### config.mk
export PLATFORM = sky130hd
export DESIGN_NAME = shadow_ckpt_rf
export DESIGN_NICKNAME = d
export VERILOG_FILES = /design/src/rtl/ft_pkg.sv /design/src/rtl/shadow_ckpt_rf_commit_delay_line.sv /design/src/rtl/shadow_ckpt_rf.sv
export SDC_FILE = /design/constraint.sdc
export NUM_CORES = 1
export LEC_CHECK = 0
export BUFFER_PORTS_ARGS = -buffer_cell sky130_fd_sc_hd__buf_2
export CORE_UTILIZATION = 30
export CTS_CLUSTER_DIAMETER = 150
export DETAILED_ROUTE_END_ITERATION = 10
export PLACE_DENSITY = 0.49
export SYNTH_ARGS = -nofsm -noshare
export SYNTH_HDL_FRONTEND = slang
export SYNTH_HIERARCHICAL = 1
export SYNTH_SLANG_ARGS = --single-unit
### constraint.sdc
create_clock -name clk_i -period 5.28 [get_ports clk_i]
set_clock_uncertainty 0.1 [all_clocks]
set_input_delay 0.792 -clock clk_i [delete_from_list [all_inputs] [get_ports clk_i]]
set_output_delay 0.792 -clock clk_i [all_outputs]
set_load 0.01 [all_outputs]
### src/rtl/ft_pkg.sv
// ft_pkg: shared types and constants for the checkpoint shadow register file.
//   NUM_REG       : number of architectural GPRs (2**FT_ADDR_WIDTH)
//   ckpt_entry_t  : one in-flight update {gv, addr, data, pv, pc}
//   BOOT_ADDR_DEF : default reset value of the checkpointed PC
package ft_pkg;

  localparam int FT_ADDR_WIDTH = 5;
  localparam int FT_DATA_WIDTH = 32;
  localparam int FT_PC_WIDTH   = 32;
  localparam int NUM_REG       = 2 ** FT_ADDR_WIDTH;

  localparam logic [FT_PC_WIDTH-1:0] BOOT_ADDR_DEF = 32'h0000_0080;

  typedef struct packed {
    logic                     gv;
    logic [FT_ADDR_WIDTH-1:0] addr;
    logic [FT_DATA_WIDTH-1:0] data;
    logic                     pv;
    logic [FT_PC_WIDTH-1:0]   pc;
  } ckpt_entry_t;

endpackage

### src/rtl/shadow_ckpt_rf_commit_delay_line.sv
// commit_delay_line: fixed-depth shift pipeline carrying a payload plus a
// small vector of per-entry valid bits.
//   clk_i, rst_ni : clock, synchronous active-low reset (clears valid bits)
//   flush_i       : clears every stage's valid bits at this edge; the
//                   entry presented on in_* is dropped as well
//   in_vld_i/in_data_i     : entry loaded into stage 0 every cycle
//   exit_vld_o/exit_data_o : content of the last stage (the entry that
//                            leaves the line at the next edge)
//   any_vld_o     : OR of every valid bit in every stage
module commit_delay_line #(
  parameter int DEPTH     = 2,
  parameter int VLD_W     = 2,
  parameter int PAYLOAD_W = 8
) (
  input  logic                 clk_i,
  input  logic                 rst_ni,
  input  logic                 flush_i,
  input  logic [VLD_W-1:0]     in_vld_i,
  input  logic [PAYLOAD_W-1:0] in_data_i,
  output logic [VLD_W-1:0]     exit_vld_o,
  output logic [PAYLOAD_W-1:0] exit_data_o,
  output logic                 any_vld_o
);

  logic [VLD_W-1:0]     vld_q [DEPTH];
  logic [PAYLOAD_W-1:0] dat_q [DEPTH];

  // Control: valid bits are the only state that reset and flush touch.
  always_ff @(posedge clk_i) begin
    if (!rst_ni || flush_i) begin
      for (int k = 0; k < DEPTH; k++) begin
        vld_q[k] <= '0;
      end
    end else begin
      vld_q[0] <= in_vld_i;
      for (int k = 1; k < DEPTH; k++) begin
        vld_q[k] <= vld_q[k-1];
      end
    end
  end

  // Data: free-running shift; meaningless whenever the matching valid is low.
  always_ff @(posedge clk_i) begin
    dat_q[0] <= in_data_i;
    for (int k = 1; k < DEPTH; k++) begin
      dat_q[k] <= dat_q[k-1];
    end
  end

  // Exit port
  assign exit_vld_o  = vld_q[DEPTH-1];
  assign exit_data_o = dat_q[DEPTH-1];

  always_comb begin
    any_vld_o = 1'b0;
    for (int k = 0; k < DEPTH; k++) begin
      any_vld_o = any_vld_o | (|vld_q[k]);
    end
  end

endmodule

### src/rtl/shadow_ckpt_rf.sv
// shadow_ckpt_rf: checkpoint copy of the GPR file and committed PC.
// Writeback and retire events are held in a flushable delay line that spans
// the error-detection latency; only entries that leave the line with no error
// flagged are committed. The recovery controller reads the committed image.
//   clk_i, rst_ni      : clock, synchronous active-low reset
//   wb_we_i/addr/data  : snooped GPR writeback port
//   pc_valid_i, pc_i   : retire strobe and next-PC of the retiring instruction
//   error_i            : error flag; flushes every in-flight entry
//   replay_active_i    : recovery in progress; no new capture
//   replay_addr_i      : committed GPR index to read back
//   replay_data_o      : committed GPR[replay_addr_i] (combinational)
//   spc_o              : committed checkpoint PC (registered)
//   pending_o          : any valid entry still in flight
// The width parameters must match the ft_pkg widths, since the in-flight
// entry type comes from the package.
module shadow_ckpt_rf
  import ft_pkg::*;
#(
  parameter int                    ADDR_WIDTH   = FT_ADDR_WIDTH,
  parameter int                    DATA_WIDTH   = FT_DATA_WIDTH,
  parameter int                    PC_WIDTH     = FT_PC_WIDTH,
  parameter int                    COMMIT_DELAY = 2,
  parameter logic [PC_WIDTH-1:0]   BOOT_ADDR    = BOOT_ADDR_DEF
) (
  input  logic                  clk_i,
  input  logic                  rst_ni,
  input  logic                  wb_we_i,
  input  logic [ADDR_WIDTH-1:0] wb_addr_i,
  input  logic [DATA_WIDTH-1:0] wb_data_i,
  input  logic                  pc_valid_i,
  input  logic [PC_WIDTH-1:0]   pc_i,
  input  logic                  error_i,
  input  logic                  replay_active_i,
  input  logic [ADDR_WIDTH-1:0] replay_addr_i,
  output logic [DATA_WIDTH-1:0] replay_data_o,
  output logic [PC_WIDTH-1:0]   spc_o,
  output logic                  pending_o
);

  localparam int PAY_W = ADDR_WIDTH + DATA_WIDTH + PC_WIDTH;

  ckpt_entry_t           cap_p0;
  ckpt_entry_t           ext_pn;
  logic [1:0]            ext_vld;
  logic [PAY_W-1:0]      ext_dat;
  logic                  commit_gv;
  logic                  commit_pv;
  logic [DATA_WIDTH-1:0] gpr_q [NUM_REG];
  logic [PC_WIDTH-1:0]   spc_q;

  // Capture: x0 writes, errored cycles and replay cycles never enter the line.
  always_comb begin
    cap_p0.gv   = wb_we_i & (wb_addr_i != '0) & ~error_i & ~replay_active_i;
    cap_p0.addr = wb_addr_i;
    cap_p0.data = wb_data_i;
    cap_p0.pv   = pc_valid_i & ~error_i & ~replay_active_i;
    cap_p0.pc   = pc_i;
  end

  commit_delay_line #(
    .DEPTH     (COMMIT_DELAY),
    .VLD_W     (2),
    .PAYLOAD_W (PAY_W)
  ) u_delay (
    .clk_i       (clk_i),
    .rst_ni      (rst_ni),
    .flush_i     (error_i),
    .in_vld_i    ({cap_p0.gv, cap_p0.pv}),
    .in_data_i   ({cap_p0.addr, cap_p0.data, cap_p0.pc}),
    .exit_vld_o  (ext_vld),
    .exit_data_o (ext_dat),
    .any_vld_o   (pending_o)
  );

  // Commit: the exiting entry is dropped if an error is flagged on its way out.
  always_comb begin
    {ext_pn.gv, ext_pn.pv}                = ext_vld;
    {ext_pn.addr, ext_pn.data, ext_pn.pc} = ext_dat;
  end

  assign commit_gv = ext_pn.gv & ~error_i;
  assign commit_pv = ext_pn.pv & ~error_i;

  always_ff @(posedge clk_i) begin
    if (!rst_ni) begin
      for (int r = 0; r < NUM_REG; r++) begin
        gpr_q[r] <= '0;
      end
    end else if (commit_gv) begin
      gpr_q[ext_pn.addr] <= ext_pn.data;
    end
  end

  always_ff @(posedge clk_i) begin
    if (!rst_ni) begin
      spc_q <= BOOT_ADDR;
    end else if (commit_pv) begin
      spc_q <= ext_pn.pc;
    end
  end

  // Read-back sees only the committed image, never in-flight entries.
  assign replay_data_o = gpr_q[replay_addr_i];
  assign spc_o         = spc_q;

endmodule

==> metrics.cfg <==
[status]
status = finished clean

[critical_path]
crit_arrival_ns = 3.31
critPathKind = in -> out
reg2reg_from = u_delay/vld_q[0][3]$_SDFF_PP0_
required_ns = 4.39
max_stage_delay_ns = 0.73
cp_cell_sequence = buf_2 > nor2_4 > buf_12 > nand2_1 > a31oi_1 > nand3_1 > buf_2
r2r_slack_ns = 2.30
cpMaxStageDelayCell = nor2_4
start_kind = input port
end_kind = output port
crit_family = simple AND/OR/NAND/NOR gates
cpMostUsedCell = buf_2
path_buf_inv = 3
crit_fanout = 56
startpoint = replay_addr_i[0]

[pwr]
powerDensity_nw_per_um2 = 352.1
vdd_drop_max_mv = 0.3504
leakage_nw = 23.60
p_total_mw = 21.20

[sta]
tns_ns = 0
fmaxAchievable_ghz = 0.2378
setup_viol = 0
period_share = 0.7966
maxSlewViolCount = 0
finalHoldViolCount = 0
relSlewSlack = 0.2170
rsz0062_at_grt = false
fin_crit_ns = 4.206
worst_pin_slew_ns = 1.173

[floorplan]
die_area_um2 = 174600
die_h_um = 417.9
start_util = 0.3021
core-area_um2 = 171700
fp.dieW_um = 417.9
rows = 152
io_pins = 145

[route]
first_pass_iters = 5
drt_iter0_drc = 2350
via_count = 29710
wirelength_um = 150100
wire_per_inst_um = 23.63
vias_per_cell = 4.677
final_antenna_net_count = 0
drc_errors = 0

[clock_network]
cts_buffers = 134
clk_latency_ns = 0.77
h-tree-depth = 4
cts_tree = done
clock_sinks = 1198
clock_path_buffers = 3
clockRootBuffer = clkbuf_16
clk_pin_slew_worst_paths_ns = 0.06
post-cts-setup-buffer-count = 0

[min_path]
hp-start = u_delay/dat_q[0][2]$_DFF_P_
hp-class = reg -> reg

[synth]
synth_largest_area_cell = edfxtp_1
synth.top_cell.area_share = 0.5927
synth_cell_types = 35
ys_ff_latch = 1198
synthesis.instances = 3853
synth_commonest_cells = and2_1, edfxtp_1, mux2i_1
synth_most_common_cell = and2_1
ys_warn_count = 6
ys.flop_type = edfxtp_1
syn-num-nets = 3933
avgSynthCellArea_um2 = 13.46
synthTopCellsByArea = edfxtp_1, and2_1, mux2i_1
ys_seq_area_frac = 0.6598
async_flop_share = 0
netlist_area_um2 = 51880
synth_edf_count = 1024

[global_routing]
overflow = 0
antenna_found_initial = 5
grt_max_degree = 88
grt_usage = 0.1713
grt_pass1_wl_um = 216100
grt_pass1_vias = 30030

[cells_and_area]
layout-drive-gt1-share = 0.1363
fin_nets = 4006
syn2layout_area_growth_pct = 16.08

[placement]
port_buffers = 144
post-dp-hpwl_um = 85380
gp_congestion = 0.7770

[job]
max_cap_viol_count = 0

## what timing repair did
item,in CTS,in global routing
hold buffers,69,0
resized for setup,0,0
endpoints found under the hold margin,69,0
## registers in the layout, indices dropped and copies added (netlist names)
signal,cells
gpr_q,1024
spc_o,32
u_delay/dat_q,138
u_delay/vld_q,4
## report_power, final
| part | leakage [nW] | internal [mW] | switching, mW | total (mW) |
|---|---|---|---|---|
| sequential | 12.5 | 10.5 | 0.101 | 10.6 |
| clock | 2.12 | 5.46 | 3.85 | 9.31 |
| combinational | 9.02 | 0.411 | 0.893 | 1.30 |
| total | 23.6 | 16.4 | 4.84 | 21.2 |
## worst paths after layout
check                                      end  cells after the start
hold reg to reg   u_delay/dat_q[0][71]$_DFF_P_                      0
hold / removal    u_delay/dat_q[0][71]$_DFF_P_                      0
setup / recovery              replay_data_o[6]                      7
setup reg to reg    gpr_q[10][0]$_SDFFCE_PN0P_                      7
## stage by stage
stage | util | std cells | hold WS (ns) | worst slack, ns | instance area (um2)
after floorplan | - | 3853 | 0.2096 | 0.8468 | 51880
after global placement | 0.3211 | 6031 | 0.2098 | 1.074 | 55140
after detailed placement | 0.3211 | 6031 | 0.2121 | 1.029 | 55140
after CTS | 0.3506 | 6344 | 0.1967 | 1.021 | 60200
after global routing | 0.3506 | 6344 | 0.2161 | 0.9834 | 60200
final | 0.3507 | 6352 | 0.2137 | 1.074 | 60220
## cells by family after synthesis
| logic type | share of synthesized area |
|---|---|
| flops | 0.6598 |
| mux | 0.09878 |
| compound gates | 0.04539 |
| simple gates | 0.1557 |
| buf+inv | 0.04025 |
## placed cells by master (no fill, tap or decap), types with 9 or more instances in the layout
cell and instances:
buf_2 142, nor2_2 29, bufinv_16 9, buf_12 22, nor3_1 32, dlygate4sd3_1 69
a21oi_1 96, a31oi_1 32, and2_1 1024, clkbuf_1 29, nand3_1 98, clkbuf_16 141
a22oi_1 96, edfxtp_1 1024, a22o_1 64, nand2_1 164, buf_4 114, dfxtp_1 173
clkinv_2 17, o21ai_4 32, a21boi_0 31, mux2i_1 512, clkbuf_8 9, clkinv_1 20
## metal layers
metal / share of wire / routed length, um / track usage
met5: 0 / 0 / 0
met1: 0.43 / 64360 / 0.2206
met2: 0.49 / 73980 / 0.2916
met3: 0.050 / 7480 / 0.02943
met4: 0.028 / 4243 / 0.05408
## layout make-up
type | instances | area [um2]
clock buffers | 180 | 3766
clock inverters | 64 | 601.8
repair buffers | 348 | 2713
flip-flops and latches | 1198 | 34230
multi-input cells | 2244 | 16000
diodes | 8 | 20.02
fillers | 16420 | 111500
well taps | 2310 | 2890
No activity file was read; power rests on OpenSTA's default activity.
